`src/rtl/rc5_pkg.sv`:
```
// rc5_pkg: shared FSM state encoding and block width for the RC5 CBC controller.
package rc5_pkg;
    localparam int BLOCK_W = 32;
    typedef enum logic [2:0] {IDLE, KEYLOAD, READY, ISSUE, WAIT, OUT} state_t;
endpackage

```
`src/rtl/rc5_cbc_ctrl.sv`:
```
// rc5_cbc_ctrl: CBC chaining, key-load sequencing and stream handshake around an RC5 core.
// One block in flight; core handshakes are bounded by a saturating timeout counter.
module rc5_cbc_ctrl
    import rc5_pkg::*;
#(
    parameter int TIMEOUT = 255
) (
    input  logic               clk,
    input  logic               reset,
    input  logic [127:0]       cfg_key,
    input  logic [4:0]         cfg_rounds,
    input  logic [BLOCK_W-1:0] cfg_iv,
    input  logic               cfg_decrypt,
    input  logic               cfg_load,
    output logic               cfg_busy,
    output logic               err,
    input  logic               s_valid,
    output logic               s_ready,
    input  logic [BLOCK_W-1:0] s_data,
    input  logic               s_last,
    output logic               m_valid,
    input  logic               m_ready,
    output logic [BLOCK_W-1:0] m_data,
    output logic               m_last,
    output logic [4:0]         core_num_rounds,
    output logic [127:0]       core_key,
    output logic               core_load_key,
    input  logic               core_key_ready,
    output logic               core_start_encrypt,
    output logic               core_start_decrypt,
    output logic [BLOCK_W-1:0] core_d_in,
    input  logic [BLOCK_W-1:0] core_d_out,
    input  logic               core_done
);
    localparam int CW = $clog2(TIMEOUT + 1);

    state_t             r_state, w_next;
    logic [CW-1:0]      r_cnt;
    logic [127:0]       r_key;
    logic [4:0]         r_rounds;
    logic [BLOCK_W-1:0] r_iv, r_chain, r_ct_hold, r_d_in, r_m_data;
    logic               r_decrypt, r_last, r_m_last, r_err;
    logic               w_load, w_accept, w_to, w_kr, w_err;

    assign w_load   = cfg_load && (r_state == IDLE || r_state == READY);
    assign w_kr     = core_key_ready && r_cnt != '0;
    assign w_to     = r_cnt == CW'(TIMEOUT - 1);
    // A same-cycle cfg_load wins over a new block, so the block is not handshaken
    assign s_ready  = r_state == READY && !cfg_load;
    assign w_accept = s_valid && s_ready;
    assign w_err    = (r_state == KEYLOAD && !w_kr && w_to) ||
                      (r_state == WAIT && !core_done && w_to);

    assign cfg_busy           = r_state != IDLE && r_state != READY;
    assign m_valid            = r_state == OUT;
    assign core_load_key      = r_state == KEYLOAD && r_cnt == '0;
    assign core_start_encrypt = r_state == ISSUE && !r_decrypt;
    assign core_start_decrypt = r_state == ISSUE && r_decrypt;
    assign core_key           = r_key;
    assign core_num_rounds    = r_rounds;
    assign core_d_in          = r_d_in;
    assign m_data             = r_m_data;
    assign m_last             = r_m_last;
    assign err                = r_err;

    always_comb begin
        w_next = r_state;
        case (r_state)
            IDLE:    w_next = w_load ? KEYLOAD : IDLE;
            KEYLOAD: w_next = w_kr ? READY : w_to ? IDLE : KEYLOAD;
            READY:   w_next = w_load ? KEYLOAD : w_accept ? ISSUE : READY;
            ISSUE:   w_next = WAIT;
            WAIT:    w_next = core_done ? OUT : w_to ? READY : WAIT;
            OUT:     w_next = m_ready ? READY : OUT;
            default: w_next = IDLE;
        endcase
    end

    always_ff @(posedge clk or posedge reset) begin
        if (reset) r_state <= IDLE;
        else       r_state <= w_next;
    end

    always_ff @(posedge clk or posedge reset) begin
        if (reset) r_cnt <= '0;
        else if (w_next != r_state) r_cnt <= '0;
        else if ((r_state == KEYLOAD || r_state == WAIT) && r_cnt != CW'(TIMEOUT)) r_cnt <= r_cnt + 1'b1;
    end

    always_ff @(posedge clk or posedge reset) begin
        if (reset) begin
            r_key     <= '0;
            r_rounds  <= '0;
            r_iv      <= '0;
            r_decrypt <= 1'b0;
            r_chain   <= '0;
            r_ct_hold <= '0;
            r_d_in    <= '0;
            r_m_data  <= '0;
            r_last    <= 1'b0;
            r_m_last  <= 1'b0;
            r_err     <= 1'b0;
        end else begin
            if (w_load) begin
                r_key     <= cfg_key;
                r_rounds  <= cfg_rounds;
                r_iv      <= cfg_iv;
                r_decrypt <= cfg_decrypt;
                r_chain   <= cfg_iv;
                r_err     <= 1'b0;
            end
            if (w_err) r_err <= 1'b1;
            if (w_accept) begin
                r_d_in <= r_decrypt ? s_data : s_data ^ r_chain;
                r_last <= s_last;
                if (r_decrypt) r_ct_hold <= s_data;
            end
            if (r_state == WAIT && core_done) begin
                r_m_data <= r_decrypt ? core_d_out ^ r_chain : core_d_out;
                r_chain  <= r_decrypt ? r_ct_hold : core_d_out;
                r_m_last <= r_last;
            end
            // End of message restarts the chain from the stored IV
            if (r_state == OUT && m_ready && r_m_last) r_chain <= r_iv;
        end
    end
endmodule

```
`config.mk`:
```
export PLATFORM = sky130hd
export DESIGN_NAME = rc5_cbc_ctrl
export DESIGN_NICKNAME = d
export VERILOG_FILES = /design/src/rtl/rc5_pkg.sv /design/src/rtl/rc5_cbc_ctrl.sv
export SDC_FILE = /design/constraint.sdc
export NUM_CORES = 1
export LEC_CHECK = 0
export BUFFER_PORTS_ARGS = -buffer_cell sky130_fd_sc_hd__buf_2
export CAP_MARGIN = 15
export CORE_ASPECT_RATIO = 0.7
export CORE_MARGIN = 2
export CORE_UTILIZATION = 50
export CTS_CLUSTER_DIAMETER = 150
export DETAILED_ROUTE_END_ITERATION = 10
export MAX_ROUTING_LAYER = met4
export PLACE_DENSITY = 0.79
export SLEW_MARGIN = 25
export SYNTH_ARGS = -nofsm -noshare
export SYNTH_HDL_FRONTEND = slang
export SYNTH_SLANG_ARGS = --single-unit
```
`constraint.sdc`:
```
create_clock -name clk -period 14.85 [get_ports clk]
set_clock_uncertainty 0.15 [all_clocks]
set_input_delay 0.7425 -clock clk [delete_from_list [all_inputs] [get_ports clk]]
set_output_delay 0.7425 -clock clk [all_outputs]
set_load 0.01 [all_outputs]
```
Yosys cells after proc, flatten, opt, wreduce, memory -nomap -nowiden:

Cells that the tools add are included.
Widths: inputs -> output; s select.

* bits in latches: 0
* memories kept: 0
* memory bits (writable): 0
* ROM bits: 0
* bits in registers: 308
* word-level logic and storage cells: 75

* div/mod/pow operators: 0
* shift-type cells: 0
* mux-type cells: 19
* multiply operators: 0
* reductions and logical operators: 31
* magnitude comparators: 0
* bitwise gates (word level): 2
* add/subtract/negate cells: 1
* equal/unequal tests: 9

Operators by type and width (number)
* $mux 32: 6
* $xor 32x32->32: 2
* $pmux 3 s6: 1
* $logic_and 1x1->1: 16
* $mux 8: 2
* $mux 3: 3
* $add 8x1->8 const B: 1
* $eq 8x8->1 const B: 1
* $logic_not 8->1: 1
* $ne 8x8->1 const B: 1
* $reduce_bool 8->1: 1
* $eq 3x2->1 const B: 2
* $eq 3x3->1 const B: 2
* $reduce_bool 3->1: 2
* $mux 1: 5
* $logic_not 1->1: 4
* $mux 2: 2
* $reduce_bool 2->1: 2
* $eq 3x1->1 const B: 1
* $logic_not 3->1: 1
* $logic_or 1x1->1: 3
* $ne 3x2->1 const B: 1
* $ne 3x3->1: 1
* $reduce_and 2->1: 1

Depth between registers and ports, before layout:

* depth in word-level cells: 8
* depth in mapped cells: 8

Least setup slack after synthesis:

No wires, ideal clock.

* kind: flip-flop to output port
* start: reg r_cnt[0]
* end: out core_load_key
* arrival time: 1496 ps
* cell stages (with the launch flop): 5
* setup slack: 12462 ps
* cells stage by stage: dfrtp_1 inv_1 ha_1 or4b_4 nor4_1

* word-level cells in the longest chain between the ends: 2

RTL lines
* start, declared: line rc5_cbc_ctrl.sv:38 `logic [CW-1:0] r_cnt;`
* start signal, assigned: line rc5_cbc_ctrl.sv:87 `else if ((r_state == KEYLOAD || r_state == WAIT) && r_cnt != CW'(TIMEOUT)) r_cnt <= r_cnt + 1'b1;`
* $logic_not 8->1: line rc5_cbc_ctrl.sv:56 `assign core_load_key = r_state == KEYLOAD && r_cnt == '0;`
* $logic_and 1x1->1: line rc5_cbc_ctrl.sv:56
* end, declared: line rc5_cbc_ctrl.sv:27 `output logic core_load_key,`

Every way passes these cells.

Worst setup path in the final report:

* start: reg r_state[2]
* end: reg r_chain[27]

* word-level cells in the longest chain between the ends: 4
* elaborated cells on any way between the ends: 12

RTL lines
* start, declared: line rc5_cbc_ctrl.sv:37 `state_t r_state, w_next;`
* start signal, assigned: line rc5_cbc_ctrl.sv:81 `else r_state <= w_next;`
* $eq 3x3->1, or another cell as far along: line rc5_cbc_ctrl.sv:118 `if (r_state == WAIT && core_done) begin`
* $logic_and 1x1->1, or another cell as far along: line rc5_cbc_ctrl.sv:118
* $mux 32, or another cell as far along: line rc5_cbc_ctrl.sv:118
* $mux 32 / $reduce_bool 3->1 (equally long branches)
* end signal, assigned: line rc5_cbc_ctrl.sv:109 `r_chain <= cfg_iv;`
* end signal, assigned: line rc5_cbc_ctrl.sv:120 `r_chain <= r_decrypt ? r_ct_hold : core_d_out;`
* end signal, assigned: line rc5_cbc_ctrl.sv:124 `if (r_state == OUT && m_ready && r_m_last) r_chain <= r_iv;`
* end, declared: line rc5_cbc_ctrl.sv:41 `logic [BLOCK_W-1:0] r_iv, r_chain, r_ct_hold, r_d_in, r_m_data;`

Several ways; a longest one is shown, not always the timed one.
A chain may end at the register's enable or synchronous reset.

==> out/qor.csv <==
metric,value,unit
status,finished clean,
layout-drive-gt1-share,0.280,
cts_made_buffers,30,
dr.first_iter.drc_count,752,
period_share,0.219,
dominantRegCellSynth,dfrtp_1,
fin_crit,3.25,ns
yosys_warnings,0,
power_density_normalized_to_cell_area,204,nW/µm²
hold-worst-slack,0.134,ns
design.die.area,28500,µm²
worstPathRequired,15.12,ns
pwr-share-comb,0.365,
yosysUniqueCellTypes,56,
clk_pin_slew,0.06,ns
die-height,142,µm
finish.net_count,2077,
worst-endpoint-arrival,3.52,ns
swShare,0.372,
max-clock-path-buffers,3,
yosysSeqAreaShare,0.568,
post-cts-setup-buffer-count,0,
remaining_routing_drc_violations,0,
synth_nets,1683,
achievable-frequency,0.308,GHz
placeableCoreArea,26700,µm²
relSlewSlack,0.303,
grt_pass1_vias,11300,
grt_pass1_wl,59700,µm
yosys_register_bits,308,
cts-htree-levels,1,
area_growth_syn_to_layout,25.4,%
vias_per_cell,5.10,
crit_path_end_kind,register,
setup_tns,0,ns
clkPwrFrac,0.224,
routabilityCongestion,0.904,
postRouteAntennaNets,0,
port_buffers,442,
tritoncts,built,
die_width,201,µm
layout.filler_cells,2290,
global_route.usage.total,0.269,
kind_of_launch_point_of_the_worst_setup_path,register,
synth.cell_area,13600,µm²
final-hold-violation-count,0,
cts.sinks,308,
dp.final_hpwl,26200,µm
detail_route.wirelength,37500,µm
fin_cells,2238,
total_instance_count_after_detailed_placement,2168,
grt_start_max_net_pins,101,
rsz0062_at_grt,false,
cap_violations,0,
setup_violations,0,
min-delay-path-class,input pin to async pin,
route.vias.total,11400,
avgSynthCellArea,9.42,µm²
drv_slew,0,
firstDrtPassIters,5,
switchingPower,0.00129,W
io-pin-count,443,
ir_drop,97.7,µV
floorplan.initialDensity,0.508,
hold_buffers,0,
routed_wire_length_per_instance,16.8,µm
criticalPathCategory,register to register,
power.internal,0.00218,W
synth-edff-count,0,
cellLeakagePower,9.18,nW
cts-root-buf,clkbuf_16,
crit_path_max_fanout,67,
pwr-share-seq,0.411,
global_route.overflow_total,0,
row_count,50,
grt_antenna_before_repair,16,
synth_async_sr_flop_share,1.00,
timing_worst_slew_pin_value,1.04,ns
clkLatencyLatePin,0.54,ns
cts.repair.resized,0,
syn-instance-count,1442,
## registers in the layout, indices dropped and copies added (netlist names)
| signal | flops |
|---|---|
| r_last | 1 |
| core_num_rounds | 5 |
| r_decrypt | 1 |
| r_iv | 32 |
| core_key | 128 |
| r_chain | 32 |
| r_cnt | 8 |
| err | 1 |
| r_state | 3 |
| m_last | 1 |
| m_data | 32 |
| r_ct_hold | 32 |
| core_d_in | 32 |
## final cells by class
| cell class | count | area, µm² | share of cell area |
|---|---|---|---|
| sequential | 308 | 7710 | 0.453 |
| timing repair buffer | 455 | 2320 | 0.136 |
| clock buffer | 47 | 936 | 0.0550 |
| antenna | 18 | 45.0 | 0.00265 |
| multi-input combinational | 1033 | 5440 | 0.320 |
| clock inverter | 5 | 75.1 | 0.00441 |
| tap | 364 | 455 | 0.0268 |
| inverter | 8 | 37.5 | 0.00221 |
## path summary, 6_finish.rpt
check                                        start            endpoint  slack, ns  cells past startpoint
worst max-delay path                    r_state[2]         r_chain[27]      11.60                      5
worst min-delay path                         reset        core_key[98]       0.13                      2
worst max register to register          r_state[2]         r_chain[27]      11.60                      5
worst min register to register  core_num_rounds[1]  core_num_rounds[1]       0.32                      2
max in group asynchronous                    reset          m_data[26]      12.41                      4
min in group clk                       cfg_key[48]        core_key[48]       0.23                      3
## per-layer routing
layer | vias up | GRT usage | wire, µm
met5 | - | - | 0
met4 | 0 | 0.106 | 1710
met3 | 96 | 0.0650 | 2810
met2 | 423 | 0.421 | 17400
met1 | 5377 | 0.342 | 15600
li1 | 5510 | - | -
## synthesized netlist by cell type (9+ instances only)
master / count / area [µm²]
mux2_1: 33 / 372
nor2b_1: 65 / 407
a21o_1: 31 / 233
o21ai_0: 37 / 185
buf_2: 31 / 155
o21ai_1: 32 / 160
buf_1: 9 / 33.8
dfrtp_1: 308 / 7710
a311oi_1: 31 / 272
xor2_1: 32 / 280
nand2_1: 635 / 2380
clkbuf_1: 46 / 173
a211oi_1: 35 / 263
xnor2_1: 36 / 315
## metrics by stage
stage / total power [W] / worst slack, ns / util / cell area [µm²]
floorplan: 0.00222 / 5.44 / - / 13600
global placement: 0.00266 / 11.10 / 0.597 / 16000
detailed placement: 0.00272 / 11.44 / 0.598 / 16000
CTS: 0.00351 / 11.62 / 0.635 / 17000
global route: 0.00373 / 11.38 / 0.637 / 17000
finish: 0.00348 / 11.60 / 0.637 / 17000
## cell usage in the layout, fill, tap and decap left out, drive strengths merged, types with 33 or more instances in the layout
cell / synthesis / routed
o21ai: 70 / 70
clkbuf: 46 / 47
dfrtp: 308 / 308
buf: 47 / 455
xnor2: 36 / 36
nor2b: 65 / 65
xor2: 33 / 33
nand2: 635 / 635
a211oi: 35 / 35
mux2: 34 / 34
## critical path, cell delays in order, from the launching register on
cell       delay [ns]
dfrtp_1          0.83
nand4bb_4        0.79
buf_4            0.64
a211oi_1         0.37
a311oi_1         0.10
a21o_1           0.20
## power by group through the flow
stage | Clock [W] | Combinational (W) | Sequential [W]
floorplan | 0 | 0.000719 | 0.00150
global placement | 0 | 0.00124 | 0.00142
detailed placement | 0 | 0.00128 | 0.00144
CTS | 0.000794 | 0.00129 | 0.00143
global route | 0.000829 | 0.00142 | 0.00148
finish | 0.000778 | 0.00127 | 0.00143
## kinds of logic (layout without fill, tap and decap cells)
kind of cell | count (synthesis) | after routing | synth area share
AND/OR/NAND/NOR | 734 | 734 | 0.225
flip-flops | 308 | 308 | 0.568
AO/OA/AOI/OAI | 192 | 192 | 0.0974
buffers and inverters | 101 | 515 | 0.0335
XOR/XNOR | 69 | 69 | 0.0451
multiplexers | 35 | 35 | 0.0289
adder cells (fa/ha/maj) | 3 | 3 | 0.00276
other | 0 | 18 | 0
(Power assumes the default switching activity.)
